==> config.mk <==
export PLATFORM = sky130hd
export DESIGN_NAME = alu_acc_datapath_flat
export DESIGN_NICKNAME = d
export VERILOG_FILES = /design/src/rtl/alu_acc_datapath_if.sv /design/src/rtl/alu_acc_datapath.sv /design/src/flat_wrapper.sv
export SDC_FILE = /design/constraint.sdc
export NUM_CORES = 1
export LEC_CHECK = 0
export ABC_AREA = 1
export CORE_UTILIZATION = 50
export CTS_BUF_LIST = sky130_fd_sc_hd__clkbuf_4 sky130_fd_sc_hd__clkbuf_8
export CTS_CLUSTER_DIAMETER = 40
export DETAILED_ROUTE_END_ITERATION = 16
export GPL_ROUTABILITY_DRIVEN = 0
export MAX_ROUTING_LAYER = met4
export PLACE_DENSITY = 0.86
export SLEW_MARGIN = 20
export SYNTH_ARGS = -nofsm -noshare
export SYNTH_HDL_FRONTEND = slang
export SYNTH_SLANG_ARGS = --single-unit
==> constraint.sdc <==
create_clock -name clk -period 3.2 [get_ports clk]
set_input_delay 0.48 -clock clk [delete_from_list [all_inputs] [get_ports clk]]
set_output_delay 0.48 -clock clk [all_outputs]
set_load 0.01 [all_outputs]
==> src/rtl/alu_acc_datapath_if.sv <==
// Decoder-to-datapath bundle: opcode, operand and write enables out; register state and ALU result back.
// Latency: n/a (wires only). Backpressure: none, no handshake on this path.
interface alu_acc_datapath_if #(
    parameter int unsigned WIDTH = 8
);
    logic [2:0]       alu_code;
    logic [WIDTH-1:0] r;
    logic             a_ce;
    logic             cy_ce;
    logic [WIDTH-1:0] acc;
    logic             cy;
    logic [WIDTH-1:0] alu_out;
    logic             alu_co;

    modport master (
        output alu_code, r, a_ce, cy_ce,
        input  acc, cy, alu_out, alu_co
    );

    modport slave (
        input  alu_code, r, a_ce, cy_ce,
        output acc, cy, alu_out, alu_co
    );
endinterface

==> src/rtl/alu_acc_datapath.sv <==
// Accumulator ALU datapath: combinational ALU on (acc, r, cy) written back into acc/cy under separate enables.
// Latency: alu_out/alu_co same cycle; acc/cy one clock after opcode/operand.
// Backpressure: none; a_ce/cy_ce alone decide whether each register captures.
module alu_acc_datapath #(
    parameter int unsigned        WIDTH   = 8,
    parameter logic [WIDTH-1:0]   ACC_RST = '0,
    parameter logic               CY_RST  = 1'b0
) (
    input  logic                  clk,
    input  logic                  nReset,
    alu_acc_datapath_if.slave     bus
);

    typedef enum logic [2:0] {
        OP_LD  = 3'd0,
        OP_ADD = 3'd1,
        OP_SUB = 3'd2,
        OP_AND = 3'd3,
        OP_OR  = 3'd4,
        OP_XOR = 3'd5,
        OP_NOT = 3'd6,
        OP_NOP = 3'd7
    } alu_op_e;

    logic [WIDTH-1:0] acc_q;
    logic             cy_q;
    logic [WIDTH:0]   alu_res;
    logic [WIDTH:0]   ci_ext;
    alu_op_e          op;

    assign op     = alu_op_e'(bus.alu_code);
    assign ci_ext = {{WIDTH{1'b0}}, cy_q};

    // Top bit carries Co; for SUB the WIDTH+1-bit difference goes negative
    // exactly when A < R + Ci, so its sign bit is the borrow.
    always_comb begin
        alu_res = {cy_q, acc_q};
        case (op)
            OP_LD:   alu_res = {cy_q, bus.r};
            OP_ADD:  alu_res = {1'b0, acc_q} + {1'b0, bus.r} + ci_ext;
            OP_SUB:  alu_res = {1'b0, acc_q} - {1'b0, bus.r} - ci_ext;
            OP_AND:  alu_res = {cy_q, acc_q & bus.r};
            OP_OR:   alu_res = {cy_q, acc_q | bus.r};
            OP_XOR:  alu_res = {cy_q, acc_q ^ bus.r};
            OP_NOT:  alu_res = {cy_q, ~acc_q};
            OP_NOP:  alu_res = {cy_q, acc_q};
            default: alu_res = {cy_q, acc_q};
        endcase
    end

    always_ff @(posedge clk or negedge nReset) begin
        if (!nReset) begin
            acc_q <= ACC_RST;
            cy_q  <= CY_RST;
        end else begin
            if (bus.a_ce)  acc_q <= alu_res[WIDTH-1:0];
            if (bus.cy_ce) cy_q  <= alu_res[WIDTH];
        end
    end

    assign bus.acc     = acc_q;
    assign bus.cy      = cy_q;
    assign bus.alu_out = alu_res[WIDTH-1:0];
    assign bus.alu_co  = alu_res[WIDTH];

endmodule

==> src/flat_wrapper.sv <==
// flat-port wrapper written by rule: the top's interface ports become plain ports
module alu_acc_datapath_flat 
#(
    parameter int unsigned        WIDTH   = 8,
    parameter logic [WIDTH-1:0]   ACC_RST = '0,
    parameter logic               CY_RST  = 1'b0
)
  (clk, nReset, bus_alu_code, bus_r, bus_a_ce, bus_cy_ce, bus_acc, bus_cy, bus_alu_out, bus_alu_co);
  alu_acc_datapath_if #(.WIDTH(WIDTH)) bus_i ();
  input  logic clk;
  input  logic nReset;
  input wire logic [$bits(bus_i.alu_code)-1:0] bus_alu_code;
  input wire logic [$bits(bus_i.r)-1:0] bus_r;
  input wire logic [$bits(bus_i.a_ce)-1:0] bus_a_ce;
  input wire logic [$bits(bus_i.cy_ce)-1:0] bus_cy_ce;
  output wire logic [$bits(bus_i.acc)-1:0] bus_acc;
  output wire logic [$bits(bus_i.cy)-1:0] bus_cy;
  output wire logic [$bits(bus_i.alu_out)-1:0] bus_alu_out;
  output wire logic [$bits(bus_i.alu_co)-1:0] bus_alu_co;
  assign bus_i.alu_code = bus_alu_code;
  assign bus_i.r = bus_r;
  assign bus_i.a_ce = bus_a_ce;
  assign bus_i.cy_ce = bus_cy_ce;
  assign bus_acc = bus_i.acc;
  assign bus_cy = bus_i.cy;
  assign bus_alu_out = bus_i.alu_out;
  assign bus_alu_co = bus_i.alu_co;
  alu_acc_datapath #(.WIDTH(WIDTH), .ACC_RST(ACC_RST), .CY_RST(CY_RST)) u_core (.clk(clk), .nReset(nReset), .bus(bus_i));
endmodule
==> results.toml <==
[outcome]
status = "complete, no violations"

[clock_network]
cts_buffers = 3
cts-htree-levels = 1
clock-sinks = 9
clk_latency_ns = 0.25
ctsHoldBuffers = 0
cts.path.max_buffers = 2
cts_root_buf = "clkbuf_8"
cts_tree = "done"
clk_pin_slew_ns = 0.07

[yosys]
netlist-cell-type-count = 28
async_reset_ff_frac = 1.00
synth_area_per_cell_sq_um = 5.90
yosysSeqAreaShare = 0.112
synthFlopType = "dfrtp_1"
synth_area_leaders = "ha_1 (19%), nand2_1 (17%), inv_1 (13%)"
yosys-top-cells-count = "nand2_1 (93), inv_1 (71), nand3_1 (31), ha_1 (30), nor2_1 (27)"
ys_warn_count = 0
synth-seq-cells = 9
post-synth-top-count-cell = "nand2_1"
synth_top_area_share = 0.187
synth_largest_area_cell = "ha_1"
synth_edf_count = 0
synthCells = 341
netlist_area_sq_um = 2010
syn_nets = 390

[critical_path]
cp-end-kind = "primary output"
cp_max_fo = 4
critPathLaunchType = "input pin"
worst_ep_required_time_ns = 2.72
path_common_cell = "nand2_1"
slowest_stage = "clkdlybuf4s50_1"
crit_buf_inv = 5
critical-path-top-delay-family = "buffers and inverters"
critical_path.max_stage_delay_ns = 0.49
crit_chain = "clkdlybuf4s50_1 > inv_1 > ha_1 > ha_1 > nand2_1 > nand2_1 > inv_1 > nand3_1 > nand2_1 > nand3_1 > nand3_1 > nand2_1 > inv_1 > clkbuf_2"
critPathArrivalTime_ns = 2.71
path_class = "input pin to primary output"

[cells_and_area]
area_delta_synth_final_pct = 37.9
insertedDiodeCount = 0
final_cells = 458
final_core_util = 0.736
drive_gt1_frac = 0.176
nets = 460

[sta]
fin_hold_ws_ns = 0.569
hold_viol = 0
setup_ws_ns = 0.0107
fin_crit_ns = 3.19
slew_violations = 0
layout_worst_path_cycle_share = 0.997
fmax_mhz = 314
finClkSkew_ns = 0.0225
tightest_slew_ns = 0.518
max_slew_margin = 0.654
finalSetupViolations = 0

[die]
pin_count = 33
die_x_um = 65.4
fp.dieH_um = 65.4
rows = 22
start_util = 0.534
dieArea_sq_um = 4280
coreArea_sq_um = 3770

[global_route]
grt_start_max_net_pins = 11
grt_pass1_vias = 2419
grt_use_total = 0.349
grt_pass1_wl_um = 11200
antenna_found_initial = 0
grt_overflow_total = 0

[drt]
wire_per_inst_um = 18.0
drt_iter0_markers = 370
drt_pass1_iterations = 6
drc_errors = 0
wl_um = 8230
ant_nets = 0
viasPerCell = 6.10
vias = 2796

[place]
place_inst = 452
port_buffers = 32
dp_hpwl_um = 5400
dp_slack_ns = -0.350

[power]
power.leakage_uw = 0.00153
ir_drop_v = 0.000439
pwr_density_cell_nw_per_um2 = 539

[min_path]
hold_path_class = "input pin to asynchronous set/reset pin"

[job]
drv_cap = 0
-- final timing paths --
path / startpoint / endpoint / slack [ns] / cells past startpoint
max: bus_r[5] / bus_alu_out[6] / 0.01 / 14
max in group asynchronous: nReset / u_core.bus.acc[7]$_DFFE_PN0P_ / 2.26 / 1
max reg2reg: u_core.bus.cy$_DFFE_PN0P_ / u_core.bus.acc[2]$_DFFE_PN0P_ / 0.74 / 12
min reg2reg: u_core.bus.acc[3]$_DFFE_PN0P_ / u_core.bus.acc[3]$_DFFE_PN0P_ / 0.57 / 2
min in group clk: u_core.bus.acc[3]$_DFFE_PN0P_ / u_core.bus.acc[3]$_DFFE_PN0P_ / 0.57 / 2
min: nReset / u_core.bus.acc[0]$_DFFE_PN0P_ / 0.57 / 1
-- sequential cells by signal (all words and copies together) (netlist names) --
name	cells
u_core.bus.acc	8
u_core.bus.cy	1
-- cell families after synthesis --
kind of cell	count (synthesis)	synth area share
buffers and inverters	77	0.149
and+or+nand+nor	178	0.391
AOI/OAI and AO/OA	42	0.118
adders and majority gates	34	0.226
DFF	9	0.112
xor gates and xnor gates	1	0.00435
-- metrics by stage --
step | total power (uW) | TNS (ns) | area, sq um
3_3_place_gp | 1130 | -2.01 | 2630
5_1_grt | 1580 | -0.129 | 2780
4_1_cts | 1320 | -0.155 | 2700
3_5_place_dp | 1170 | -2.36 | 2630
2_1_floorplan | 765 | 0 | 2010
6_report | 1500 | 0 | 2780
-- report_power, final --
| group | internal (uW) | total, uW | switching, uW |
|---|---|---|---|
| Sequential | 141 | 186 | 45.6 |
| Combinational | 473 | 1150 | 681 |
| Clock | 95.9 | 155 | 59.2 |
| Total | 710 | 1500 | 785 |
-- cells in the final DEF (no fill, tap or decap), types with 5 or more instances in the layout --
cell type and count:
a21oi_1 7, buf_4 37, clkdlybuf4s50_1 22, dfrtp_1 9, ha_1 26, inv_1 71, nand2_1 93, nand3_1 27
nand3_2 5, nand4_1 16, nor2_1 25, o211ai_1 6, o21ai_0 18
-- final cells by class --
cell class / instances / area, sq um
Sequential cell: 9 / 225
Clock buffer: 4 / 48.8
Multi-Input combinational cell: 255 / 1590
Inverter: 72 / 270
Timing Repair Buffer: 70 / 584
Fill cell: 239 / 996
Tap cell: 48 / 60.1
-- routing by layer --
layer	routed length [um]	vias up	part of all wire	track usage
li1	-	1228	-	-
met1	2930	1248	0.36	0.446
met2	3660	250	0.44	0.553
met3	1130	70	0.14	0.0556
met4	509	0	0.062	0.133
met5	0	-	0	-
-- timing repair --
action                                  in CTS  in global routing
endpoints found under the setup margin       9                  8
buffers inserted                             1                  1
resized for setup                           23                 26
pin swaps                                    2                 13
No activity file was read; power rests on OpenSTA's default activity.
